$ cat config.mk
export PLATFORM = sky130hd
export DESIGN_NAME = calc_seq
export DESIGN_NICKNAME = d
export VERILOG_FILES = /design/src/rtl/calc_seq.sv
export SDC_FILE = /design/constraint.sdc
export NUM_CORES = 1
export LEC_CHECK = 0
export ABC_AREA = 1
export BUFFER_PORTS_ARGS = -buffer_cell sky130_fd_sc_hd__buf_4
export CAP_MARGIN = 20
export CELL_PAD_IN_SITES_DETAIL_PLACEMENT = 0
export CELL_PAD_IN_SITES_GLOBAL_PLACEMENT = 2
export CORE_MARGIN = 1.5
export CORE_UTILIZATION = 39
export CTS_BUF_LIST = sky130_fd_sc_hd__clkbuf_4 sky130_fd_sc_hd__clkbuf_8
export CTS_CLUSTER_DIAMETER = 200
export DETAILED_ROUTE_END_ITERATION = 8
export GPL_ROUTABILITY_DRIVEN = 1
export MAX_ROUTING_LAYER = met4
export PLACE_DENSITY_LB_ADDON = 0.1
export SLEW_MARGIN = 0
export SYNTH_ARGS = -nofsm -noshare
export SYNTH_HDL_FRONTEND = slang
export SYNTH_SLANG_ARGS = --single-unit
$ cat constraint.sdc
create_clock -name clk -period 2.3 [get_ports clk]
set_clock_uncertainty 0.1 [all_clocks]
set_input_delay 0.23 -clock clk [delete_from_list [all_inputs] [get_ports clk]]
set_output_delay 0.23 -clock clk [all_outputs]
set_load 0.005 [all_outputs]
$ cat src/rtl/calc_seq.sv
// Button front-end for the board calculator: synchronise and debounce five buttons,
// turn presses into one-cycle events, and sequence ALU execute / accumulator clear.
`timescale 1ns/1ps
module calc_seq #(
  parameter int DEBOUNCE_CYCLES = 16,
  parameter int CNT_W           = 20
) (
  input  logic       clk,
  input  logic       rst,
  input  logic       btnc,
  input  logic       btnl,
  input  logic       btnr,
  input  logic       btnd,
  input  logic       btnu,
  input  logic       zero,
  output logic [3:0] alu_op,
  output logic       acc_we,
  output logic       acc_clr,
  output logic       busy,
  output logic [7:0] exec_count,
  output logic       zero_q
);

  typedef enum logic [1:0] {IDLE, EXEC, WRITE, CLEAR} state_t;

  localparam logic [3:0] OP_AND = 4'b0000;
  localparam logic [3:0] OP_OR  = 4'b0001;
  localparam logic [3:0] OP_ADD = 4'b0010;
  localparam logic [3:0] OP_SUB = 4'b0110;

  localparam logic [CNT_W-1:0] CNT_LAST = CNT_W'(DEBOUNCE_CYCLES - 1);

  // Bit order of all per-button vectors: {u, d, r, c, l}.
  logic [4:0]       raw;
  logic [4:0]       sync1;
  logic [4:0]       sync2;
  logic [4:0]       level;
  logic [4:0]       level_q;
  logic [4:0]       press;
  logic [CNT_W-1:0] cnt [5];

  state_t     state;
  state_t     state_d;
  logic [3:0] op_d;

  assign raw = {btnu, btnd, btnr, btnc, btnl};

  always_ff @(posedge clk) begin
    if (rst) begin
      sync1 <= '0;
      sync2 <= '0;
    end else begin
      sync1 <= raw;
      sync2 <= sync1;
    end
  end

  // The counter only runs while the synchronised level disagrees with the debounced one.
  always_ff @(posedge clk) begin
    for (int i = 0; i < 5; i++) begin
      if (rst) begin
        cnt[i]   <= '0;
        level[i] <= 1'b0;
      end else if (sync2[i] == level[i]) begin
        cnt[i] <= '0;
      end else if (cnt[i] == CNT_LAST) begin
        level[i] <= ~level[i];
        cnt[i]   <= '0;
      end else begin
        cnt[i] <= cnt[i] + CNT_W'(1);
      end
    end
  end

  always_ff @(posedge clk) begin
    if (rst) begin
      level_q <= '0;
      press   <= '0;
    end else begin
      level_q <= level;
      press   <= level & ~level_q;
    end
  end

  // Events are only looked at in IDLE, so anything arriving while busy is dropped.
  always_comb begin
    state_d = state;
    op_d    = alu_op;
    unique case (state)
      IDLE: begin
        if (press[4])      state_d = CLEAR;
        else if (press[3]) state_d = EXEC;
        else if (press[2]) op_d    = (alu_op == OP_ADD) ? OP_SUB : OP_ADD;
        else if (press[1]) op_d    = OP_OR;
        else if (press[0]) op_d    = OP_AND;
      end
      EXEC:    state_d = WRITE;
      WRITE:   state_d = IDLE;
      CLEAR:   state_d = IDLE;
      default: state_d = IDLE;
    endcase
  end

  always_ff @(posedge clk) begin
    if (rst) begin
      state      <= IDLE;
      alu_op     <= OP_ADD;
      exec_count <= '0;
      zero_q     <= 1'b0;
    end else begin
      state  <= state_d;
      alu_op <= op_d;
      if (state == WRITE) begin
        exec_count <= exec_count + 8'd1;
        zero_q     <= zero;
      end
      if (state == CLEAR) zero_q <= 1'b1;
    end
  end

  assign acc_we  = (state == WRITE);
  assign acc_clr = (state == CLEAR);
  assign busy    = (state != IDLE);

endmodule

==> out/metrics.csv, run 1 <==
stage,metric,value,unit
critical_path,Slowest cell on crit path,edfxtp_1,
grt,largest net degree at the start of global routing,28,
clock_tree,clk slew on worst S/H paths,0.09,ns
sta,worst setup margin,0.372,ns
logic_synthesis,Main synth FF type,edfxtp_1,
sta,RSZ-0062 raised after global routing,false,
sta,pins over their slew limit,0,
finish,share of post-route cells with drive strength above 1,0.0816,
placed_design,Final HPWL DP,11.9,mm
pwr,Leakage,3.54,nW
die,total core area,19000,um^2
pwr,worst ir drop on vdd,0.345,mV
grt,total grt overflow,0,
critical_path,CP max FO,20,
sta,WHS,0.287,ns
sta,minimum clock period,1.93,ns
grt,initial antenna violation count,0,
grt,number of global-route vias before repair,5998,
clock_tree,CTS tree,yes,
die,full die area,20400,um^2
logic_synthesis,count of cell types in the netlist,32,
critical_path,CP Cell Sequence,ha_1 > nand3_2 > nor2_2 > nand3_1 > nand2_1 > buf_4 > nor2_1,
finish,multi-input logic area,3650,um^2
detailed_routing,TritonRoute pass-1 iters,6,
die,Ports,24,
pwr,power density over cell area,594,nW/um^2
detailed_routing,DR iter-0 viols,267,
sta,FMAX,0.519,GHz
detailed_routing,Post-DRT Antenna Nets,0,
placed_design,pre-CTS worst setup slack,0.365,ns
detailed_routing,Post-route DRC,0,
finish,Area Growth Syn to Fin,17.5,%
die,Die H,143,um
die,die width,143,um
clock_tree,count of clock tree sinks,139,
finish,Sequential Area,3780,um^2
critical_path,crit path kind,reg -> reg,
logic_synthesis,Post-Synthesis Cells,975,
clock_tree,clk_lat worst skew,0.45,ns
placed_design,input/output buffers,22,
placed_design,DP Area,8430,um^2
clock_tree,CTS Buf Count,17,
die,Rows,50,
critical_path,CP Data Required Time,2.40,ns
sta,fin crit share,0.838,
logic_synthesis,synthesized flop and latch total,139,
clock_tree,# H-tree levels,4,
clock_tree,CTS Buffer Depth,2,
logic_synthesis,number of synthesized flops with an enable pin,100,
flow_run,MaxCap Viol Count,0,
pwr,Pwr Total,0.00531,W
logic_synthesis,async set-reset flop share out of synthesis,0,
clock_tree,Root Driver,clkbuf_8,
logic_synthesis,share of the yosys chip area belonging to registers,0.497,
critical_path,CP peak stage delay,0.44,ns
finish,nets@finish,1129,
placed_design,GP Congestion,0.761,
hold_path,Hold Path Class,reg -> reg,
sta,final hold vios,0,
sta,Fin Setup TNS,0,ns
finish,fill cell count,2008,
logic_synthesis,synthesized area per cell,7.81,um^2
logic_synthesis,synthesized cell area,7610,um^2
detailed_routing,vias,6070,
critical_path,crit path DAT,2.03,ns
detailed_routing,Avg Vias per Cell,4.37,
critical_path,Crit. End Element,flop,
detailed_routing,drt total wl,15.7,mm
finish,cell area after layout,8940,um^2
logic_synthesis,Yosys warnings,0,
finish,Inserted Diodes,0,
status,outcome,"finished, final reports clean",
grt,wire length of the first global-routing pass,27.8,mm
die,Initial Util,0.402,
clock_tree,setup bufs post-CTS,0,
grt,Total GRT Usage,0.176,
sta,Setup Viol. Count Final,0,
detailed_routing,mean routed wirelength per cell,11.3,um
critical_path,critical path launch point type,flop,
==> Yosys cell counts, types with 2 or more instances <==
cell type | n | area share
conb_1 | 2 | 0.00099
buf_4 | 9 | 0.0089
a21oi_2 | 3 | 0.0035
nand3_2 | 8 | 0.011
xor2_1 | 27 | 0.031
nand3_1 | 59 | 0.039
buf_2 | 2 | 0.0013
inv_2 | 5 | 0.0025
dfxtp_1 | 39 | 0.10
nor2_2 | 13 | 0.011
nor2_1 | 213 | 0.11
ha_1 | 6 | 0.0099
nand3b_1 | 4 | 0.0039
or2_0 | 6 | 0.0049
xnor2_1 | 12 | 0.014
a21oi_1 | 60 | 0.039
nand4_1 | 20 | 0.016
buf_1 | 2 | 0.00099
inv_1 | 116 | 0.057
edfxtp_1 | 100 | 0.39
nor3_1 | 13 | 0.0085
and2_1 | 4 | 0.0033
nand2_1 | 228 | 0.11
o21ai_0 | 16 | 0.011
==> cell families after synthesis <==
| family | share of synthesized area |
|---|---|
| simple gates | 0.318 |
| flops | 0.497 |
| buf+inv | 0.0723 |
| compound gates | 0.0574 |
| xor+xnor | 0.0449 |
| fa+ha+maj | 0.00986 |
| other cells | 0.000986 |
==> layout make-up <==
type / instances / share of cell area
inverters: 121 / 0.0508
multi-input cells: 800 / 0.408
flip-flops and latches: 139 / 0.423
clock inverters: 13 / 0.0214
repair buffers: 36 / 0.0322
clock buffers: 19 / 0.0278
well taps: 260 / 0.0364
==> sequential cells by signal (all words and copies together), names as in the netlist, 3 cells and up <==
signal / count
level_q: 5
sync2: 5
cnt: 100
alu_op: 3
level: 5
press: 5
sync1: 5
exec_count: 8
==> critical path: cells and delay by family (launching register included) <==
family	cells	cell delay, ns
adder cells (fa/ha/maj)	1	0.31
AND/OR/NAND/NOR	5	0.57
flip-flops	1	0.44
buffers and inverters	1	0.25
==> routing by layer <==
metal,GRT usage,part of all wire
met1,0.234,0.51
met2,0.273,0.45
met3,0.0332,0.023
met4,0.0537,0.012
met5,-,0
==> through the flow <==
| step | util | instances |
|---|---|---|
| after floorplan | - | 1074 |
| after global placement | 0.445 | 1349 |
| after detailed placement | 0.445 | 1349 |
| after CTS | 0.472 | 1388 |
| after global routing | 0.472 | 1388 |
| final | 0.472 | 1388 |
==> worst paths after layout <==
path                            from                        to  depth (start not counted)  slack, ns
max          cnt[4][0]$_SDFFCE_PN0P_  cnt[4][12]$_SDFFCE_PN0P_                          7       0.37
min            level_q[4]$_SDFF_PP0_       press[4]$_SDFF_PP0_                          1       0.29
max reg2reg  cnt[4][0]$_SDFFCE_PN0P_  cnt[4][12]$_SDFFCE_PN0P_                          7       0.37
min reg2reg    level_q[4]$_SDFF_PP0_       press[4]$_SDFF_PP0_                          1       0.29
==> layout by cell type (no fill, tap or decap), types with 17 or more instances in the layout <==
| cell | instances |
|---|---|
| xor2_1 | 27 |
| a21oi_1 | 60 |
| nor2_1 | 213 |
| nand4_1 | 20 |
| clkbuf_8 | 17 |
| edfxtp_1 | 100 |
| nand2_1 | 228 |
| buf_4 | 29 |
| nand3_1 | 59 |
| conb_1 | 101 |
| dfxtp_1 | 39 |
| inv_1 | 116 |
==> what timing repair did <==
item,in CTS,in global routing
endpoints found under the hold margin,7,0
hold buffers,7,0
setup endpoints to repair,0,0
resized for setup,0,0
==> where the power goes <==
| group | total [W] | switching, W | internal, W | leakage, nW |
|---|---|---|---|---|
| registers | 0.00285 | 0.0000876 | 0.00276 | 1.35 |
| clock network | 0.00221 | 0.000996 | 0.00122 | 0.215 |
| logic | 0.000246 | 0.000159 | 0.0000865 | 1.98 |
| total | 0.00531 | 0.00124 | 0.00406 | 3.54 |
Power figures use the tool's default switching activity.
==> run 2: changes to the inputs <==
--- a/config.mk
+++ b/config.mk
@@ -11,7 +11,7 @@
 export CELL_PAD_IN_SITES_DETAIL_PLACEMENT = 0
 export CELL_PAD_IN_SITES_GLOBAL_PLACEMENT = 2
 export CORE_MARGIN = 1.5
-export CORE_UTILIZATION = 39
+export CORE_UTILIZATION = 35
 export CTS_BUF_LIST = sky130_fd_sc_hd__clkbuf_4 sky130_fd_sc_hd__clkbuf_8
 export CTS_CLUSTER_DIAMETER = 200
 export DETAILED_ROUTE_END_ITERATION = 8
==> constraint.sdc (replaced) <==
create_clock -name clk -period 1.71 [get_ports clk]
set_clock_uncertainty 0.1 [all_clocks]
set_input_delay 0.171 -clock clk [delete_from_list [all_inputs] [get_ports clk]]
set_output_delay 0.171 -clock clk [all_outputs]
set_load 0.005 [all_outputs]
==> run 2 against run 1 <==
Combinational power rose by 120%. Highest routed layer unchanged. Clock power increased by 20%. Critical path depth is the same. Worst hold slack lost 0.00077 ns.
==> out/metrics.csv, run 2 (synthesis gave the netlist of run 1 again) <==
stage,metric,value,unit,change
status,outcome,"finished, final reports clean",,unchanged
detailed_routing,vias,6553,,"was 6,070"
placed_design,cell total after placement,1436,,"was 1,349"
finish,Inserted Diodes,0,,unchanged
grt,number of global-route vias before repair,5984,,"was 5,998"
die,die width,150,um,was 143 um
grt,Total GRT Usage,0.166,,was 0.176
die,Ports,24,,unchanged
critical_path,Slowest cell on crit path,dlygate4sd3_1,,was edfxtp_1
critical_path,CP max FO,11,,was 20
sta,minimum clock period,1.70,ns,
detailed_routing,Post-route DRC,0,,unchanged
sta,FMAX,0.588,GHz,
clock_tree,CTS tree,yes,,unchanged
pwr,switching power share of the total,0.242,,was 0.234
critical_path,Reg2Reg Launch Point,cnt[1][1]$_SDFFCE_PN0P_,,was cnt[4][0]$_SDFFCE_PN0P_
detailed_routing,mean routed wirelength per cell,12.0,um,was 11.3 um
finish,Reg with most FFs,cnt,,unchanged
sta,RSZ-0062 raised after global routing,true,,was false
hold_path,WHS Path Cells,1,,unchanged
sta,final hold vios,0,,unchanged
critical_path,Crit. End Element,flop,,unchanged
grt,wire length of the first global-routing pass,28.6,mm,was 27.8 mm
sta,fin crit share,0.994,,
detailed_routing,TritonRoute pass-1 iters,4,,was 6
pwr,worst ir drop on vdd,0.434,mV,was 0.345 mV
pwr,power density over cell area,686,nW/um^2,was 594 nW/um^2
hold_path,Hold Path Class,reg -> reg,,unchanged
die,Rows,53,,was 50
pwr,Net Switching,0.00169,W,was 0.00124 W
placed_design,DP Area,9040,um^2,was 8430 um^2
critical_path,crit path from,rst,,was cnt[4][0]$_SDFFCE_PN0P_
finish,top flop regs,"cnt x100, exec_count x8",,unchanged
finish,Area Growth Syn to Fin,34.3,%,was 17.5%
critical_path,CP top delay family,buffers and inverters,,was simple AND/OR/NAND/NOR gates
pwr,clock power share,0.380,,was 0.417
detailed_routing,Avg Vias per Cell,4.36,,was 4.37
pwr,Int Pwr,0.00532,W,was 0.00406 W
placed_design,Final HPWL DP,12.8,mm,was 11.9 mm
die,full die area,22600,um^2,"was 20,400 um^2"
sta,pins over their slew limit,0,,unchanged
finish,"commonest non-fill, non-tap cell in the layout",nand2_1,,unchanged
detailed_routing,drt total wl,18.0,mm,was 15.7 mm
clock_tree,CTS Buffer Depth,2,,unchanged
die,total core area,21200,um^2,"was 19,000 um^2"
critical_path,worst reg2reg path depth,8,,was 7
critical_path,CP Data Required Time,1.91,ns,was 2.40 ns
critical_path,last element of the critical path,cnt[1][14]$_SDFFCE_PN0P_,,was cnt[4][12]$_SDFFCE_PN0P_
finish,cell area after layout,10200,um^2,was 8940 um^2
finish,"commonest cells after routing, fill and taps aside","nand2_1 (211), nor2_1 (186), buf_4 (112)",,"was nand2_1 (228), nor2_1 (213), inv_1 (116)"
critical_path,CP Cell Sequence,dlygate4sd3_1 > buf_4 > inv_2 > o21ai_1 > a21oi_4 > nand2_4 > a21oi_1,,was ha_1 > nand3_2 > nor2_2 > nand3_1 > nand2_1 > buf_4 > nor2_1
clock_tree,clk slew on worst S/H paths,0.08,ns,was 0.09 ns
placed_design,GP Congestion,0.779,,was 0.761
finish,share of post-route cells with drive strength above 1,0.221,,was 0.0816
critical_path,CP peak stage delay,0.53,ns,was 0.44 ns
sta,Setup Viol. Count Final,0,,unchanged
die,Initial Util,0.360,,was 0.402
critical_path,r2r endpoint,cnt[1][14]$_SDFFCE_PN0P_,,was cnt[4][12]$_SDFFCE_PN0P_
detailed_routing,DR iter-0 viols,243,,was 267
grt,largest net degree at the start of global routing,28,,unchanged
critical_path,r2r setup slk,0.01,ns,was 0.37 ns
pwr,Flop pwr share,0.542,,was 0.537
clock_tree,count of clock tree sinks,139,,unchanged
flow_run,MaxCap Viol Count,0,,unchanged
finish,max reg flops,100,,unchanged
die,Die H,150,um,was 143 um
placed_design,input/output buffers,22,,unchanged
detailed_routing,Post-DRT Antenna Nets,0,,unchanged
pwr,Leakage,4.15,nW,was 3.54 nW
clock_tree,clk_lat worst skew,0.45,ns,about the same
clock_tree,Root Driver,clkbuf_8,,unchanged
pwr,Comb pwr share,0.079,,was 0.046
critical_path,crit path DAT,1.90,ns,was 2.03 ns
placed_design,pre-CTS worst setup slack,-0.000241,ns,was 0.365 ns
grt,initial antenna violation count,0,,unchanged
critical_path,crit path kind,in -> reg,,was reg -> reg
grt,total grt overflow,0,,unchanged
critical_path,critical path launch point type,primary input,,was flop
clock_tree,# H-tree levels,4,,unchanged
finish,Layout Cells excl Fill,1502,,"was 1,388"
critical_path,Stages on worst setup path,7,,unchanged
finish,nets@finish,1228,,"was 1,129"
critical_path,Bufs and invs on worst path,3,,was 1
clock_tree,CTS Buf Count,17,,unchanged
sta,worst setup margin,0.00990,ns,was 0.372 ns
run 2: how the worst min path moves through the flow:
stage | startpoint | endpoint | slack [ns]
3_5_place_dp | level_q[4]$_SDFF_PP0_ | press[4]$_SDFF_PP0_ | 0.28
2_1_floorplan | btnl | sync1[0]$_SDFF_PP0_ | 0.18
5_1_grt | level_q[4]$_SDFF_PP0_ | press[4]$_SDFF_PP0_ | 0.31
6_report | level_q[4]$_SDFF_PP0_ | press[4]$_SDFF_PP0_ | 0.29
4_1_cts | level_q[4]$_SDFF_PP0_ | press[4]$_SDFF_PP0_ | 0.29
3_3_place_gp | btnr | sync1[2]$_SDFF_PP0_ | 0.27
run 2: repair_timing:
action / 4_1_cts / 5_1_grt
endpoints found under the hold margin: 11 / 0
gates cloned: 0 / 11
setup buffers: 0 / 16
setup endpoints to repair: 1 / 102
hold buffers: 7 / 0
pin swaps: 0 / 25
gates resized for setup: 1 / 105
run 2: layer usage:
metal / wire length [um] / share of wire / GRT usage / vias up
met5: 0 / 0 / - / -
met4: 126 / 0.0070 / 0.0426 / 0
met3: 440 / 0.024 / 0.0367 / 8
met2: 7990 / 0.44 / 0.245 / 57
met1: 9440 / 0.52 / 0.230 / 2960
li1: - / - / - / 3528
run 2: final cells by class:
type | instances | area [um^2]
Timing Repair Buffer | 132 | 1190
Inverter | 121 | 454
Clock buffer | 23 | 310
Tap cell | 275 | 344
Clock inverter | 9 | 80.1
Multi-Input combinational cell | 803 | 4060
Sequential cell | 139 | 3780
Fill cell | 2236 | 10900
run 2: power by group through the flow:
stage	clock network, W	registers (W)	logic, W
2_1_floorplan	0	0.00388	0.000254
3_3_place_gp	0	0.00387	0.000453
3_5_place_dp	0	0.00387	0.000448
4_1_cts	0.00278	0.00380	0.000464
5_1_grt	0.00291	0.00382	0.000624
6_report	0.00266	0.00380	0.000550
run 2: through the flow:
stage	setup TNS [ns]	total power, W	hold slack, ns	utilization
after global placement	0	0.00432	0.273	0.427
after floorplan	0	0.00413	0.178	-
after CTS	0	0.00704	0.290	0.450
after detailed placement	-0.000241	0.00432	0.278	0.427
after global routing	-1.97	0.00735	0.307	0.483
final	0	0.00701	0.287	0.483
==> run 3: changes to the inputs <==
--- a/config.mk
+++ b/config.mk
@@ -16,9 +16,8 @@
 export CTS_CLUSTER_DIAMETER = 200
 export DETAILED_ROUTE_END_ITERATION = 8
 export GPL_ROUTABILITY_DRIVEN = 1
-export MAX_ROUTING_LAYER = met4
 export PLACE_DENSITY_LB_ADDON = 0.1
-export SLEW_MARGIN = 0
+export SLEW_MARGIN = 40
 export SYNTH_ARGS = -nofsm -noshare
 export SYNTH_HDL_FRONTEND = slang
 export SYNTH_SLANG_ARGS = --single-unit
==> run 3 against run 2 <==
Critical path depth increased by 2. Fmax increased by 0.50%. Global-route usage decreased by 0.51 points. Largest cell class unchanged. Routed wire length decreased by 0.19%. Die area unchanged. Register-to-register slack about the same. Utilization about the same. Non-clock buffer count unchanged.
==> out/metrics.csv, run 3 (synthesis gave the netlist of run 1 again) <==
stage,metric,value,unit,change
die,Ports,24,,unchanged
grt,wire length of the first global-routing pass,28.6,mm,about the same
placed_design,pre-CTS worst setup slack,-0.000241,ns,unchanged
critical_path,CP max FO,5,,was 11
grt,largest net degree at the start of global routing,28,,unchanged
finish,nets@finish,1227,,"was 1,228"
finish,"commonest non-fill, non-tap cell in the layout",nand2_1,,unchanged
finish,Sequential Area,3780,um^2,unchanged
finish,Inserted Diodes,0,,unchanged
detailed_routing,Post-route DRC,0,,unchanged
pwr,clock power share,0.380,,about the same
sta,RSZ-0062 raised after global routing,true,,unchanged
critical_path,CP peak stage delay,0.37,ns,was 0.53 ns
die,die width,150,um,unchanged
finish,multi-input logic area,4070,um^2,was 4060 um^2
grt,total grt overflow,0,,unchanged
detailed_routing,Avg Vias per Cell,4.38,,was 4.36
grt,initial antenna violation count,0,,unchanged
flow_run,MaxCap Viol Count,0,,unchanged
sta,fin crit share,0.989,,was 0.994
critical_path,Crit. End Element,flop,,unchanged
critical_path,crit path kind,reg -> reg,,was in -> reg
critical_path,Slowest cell on crit path,edfxtp_1,,was dlygate4sd3_1
pwr,Int Pwr,0.00532,W,about the same
clock_tree,CTS tree,yes,,unchanged
critical_path,CP Cell Sequence,ha_2 > nand2_2 > nor2_4 > nand2_2 > inv_2 > nand3_2 > nand2_4 > clkbuf_16 > nor2_2,,was dlygate4sd3_1 > buf_4 > inv_2 > o21ai_1 > a21oi_4 > nand2_4 > a21oi_1
hold_path,Hold Path Class,reg -> reg,,unchanged
placed_design,cell total after placement,1436,,unchanged
grt,Total GRT Usage,0.161,,was 0.166
detailed_routing,TritonRoute pass-1 iters,5,,was 4
pwr,power density over cell area,685,nW/um^2,was 686 nW/um^2
grt,number of global-route vias before repair,5988,,"was 5,984"
status,outcome,"finished, final reports clean",,unchanged
die,Rows,53,,unchanged
detailed_routing,mean routed wirelength per cell,12.0,um,about the same
detailed_routing,Metal-1 WL,9.45,mm,was 9.44 mm
die,total core area,21200,um^2,unchanged
detailed_routing,Post-DRT Antenna Nets,0,,unchanged
clock_tree,count of clock tree sinks,139,,unchanged
clock_tree,CTS Buf Count,17,,unchanged
detailed_routing,DR WL met3,449,um,was 440 um
detailed_routing,top sig layer,met4,,unchanged
pwr,Flop pwr share,0.542,,about the same
finish,share of post-route cells with drive strength above 1,0.222,,was 0.221
clock_tree,clk_lat worst skew,0.45,ns,about the same
pwr,switching power share of the total,0.242,,about the same
pwr,Comb pwr share,0.078,,was 0.079
detailed_routing,routed wl met2,7.95,mm,was 7.99 mm
sta,pins over their slew limit,0,,unchanged
sta,worst setup margin,0.0183,ns,was 0.00990 ns
die,full die area,22600,um^2,unchanged
critical_path,crit path DAT,1.79,ns,was 1.90 ns
finish,Layout Cells excl Fill,1501,,"was 1,502"
finish,top flop regs,"cnt x100, exec_count x8",,unchanged
finish,fill cell count,2244,,"was 2,236"
sta,WHS,0.287,ns,about the same
die,Die H,150,um,unchanged
clock_tree,CTS Buffer Depth,2,,unchanged
clock_tree,clk slew on worst S/H paths,0.09,ns,was 0.08 ns
pwr,worst ir drop on vdd,0.433,mV,was 0.434 mV
pwr,Pwr Total,0.00701,W,about the same
critical_path,CP top delay family,simple AND/OR/NAND/NOR gates,,was buffers and inverters
detailed_routing,DR iter-0 viols,255,,was 243
clock_tree,Root Driver,clkbuf_8,,unchanged
die,Initial Util,0.360,,unchanged
placed_design,input/output buffers,22,,unchanged
pwr,Net Switching,0.00170,W,was 0.00169 W
detailed_routing,vias,6568,,"was 6,553"
detailed_routing,drt total wl,18.0,mm,about the same
finish,Reg with most FFs,cnt,,unchanged
finish,"commonest cells after routing, fill and taps aside","nand2_1 (211), nor2_1 (186), buf_4 (112)",,unchanged
sta,Setup Viol. Count Final,0,,unchanged
placed_design,GP Congestion,0.768,,was 0.779
critical_path,critical path launch point type,flop,,was primary input
placed_design,Final HPWL DP,12.8,mm,unchanged
finish,Area Growth Syn to Fin,34.4,%,was 34.3%
critical_path,Bufs and invs on worst path,2,,was 3
sta,minimum clock period,1.69,ns,was 1.70 ns
critical_path,"most used cell, CP",nand2_2,,
sta,final hold vios,0,,unchanged
finish,max reg flops,100,,unchanged
critical_path,CP Data Required Time,1.80,ns,was 1.91 ns
clock_tree,# H-tree levels,4,,unchanged
pwr,Leakage,4.14,nW,was 4.15 nW
sta,FMAX,0.591,GHz,was 0.588 GHz
run 3: cell types whose count changed in the layout (fill, tap and decap cells not counted), sizes merged:
cell / before / now
nand2: 233 / 232
run 3: path summary, 6_finish.rpt:
kind	start	end	slack [ns]	cells after the start
worst max-delay path	cnt[2][1]$_SDFFCE_PN0P_	cnt[2][6]$_SDFFCE_PN0P_	0.02	9
worst min-delay path	level_q[4]$_SDFF_PP0_	press[4]$_SDFF_PP0_	0.29	1
worst max register to register	cnt[2][1]$_SDFFCE_PN0P_	cnt[2][6]$_SDFFCE_PN0P_	0.02	9
worst min register to register	level_q[4]$_SDFF_PP0_	press[4]$_SDFF_PP0_	0.29	1
run 3: area by class of cell:
class	count	share of cell area
Clock buffer	23	0.0303
Timing Repair Buffer	132	0.116
Clock inverter	9	0.00782
Inverter	121	0.0444
Sequential cell	139	0.370
Tap cell	275	0.0336
Multi-Input combinational cell	802	0.398
run 3: routing by layer:
layer	track usage	vias to the layer above
met1	0.229	2975
met3	0.0352	7
met4	0.0441	0
met5	0	-
met2	0.245	58
li1	-	3528
run 3: power groups by stage:
stage / combinational, W / clock [W] / sequential [W]
2_1_floorplan: 0.000254 / 0 / 0.00388
3_3_place_gp: 0.000453 / 0 / 0.00387
3_5_place_dp: 0.000448 / 0 / 0.00387
4_1_cts: 0.000464 / 0.00278 / 0.00380
5_1_grt: 0.000624 / 0.00291 / 0.00382
6_report: 0.000550 / 0.00266 / 0.00380
run 3: repair_timing:
action	CTS	global route
endpoints found under the setup margin	1	102
hold buffers	7	0
gates cloned	0	10
pin swaps	0	22
endpoints found under the hold margin	11	0
resized for setup	1	109
buffers inserted	0	16
run 3: through the flow:
| step | setup TNS [ns] | area [um^2] | util |
|---|---|---|---|
| 6_report | 0 | 10200 | 0.484 |
| 2_1_floorplan | 0 | 7990 | - |
| 5_1_grt | -1.50 | 10200 | 0.484 |
| 3_3_place_gp | 0 | 9040 | 0.427 |
| 3_5_place_dp | -0.000241 | 9040 | 0.427 |
| 4_1_cts | 0 | 9510 | 0.450 |
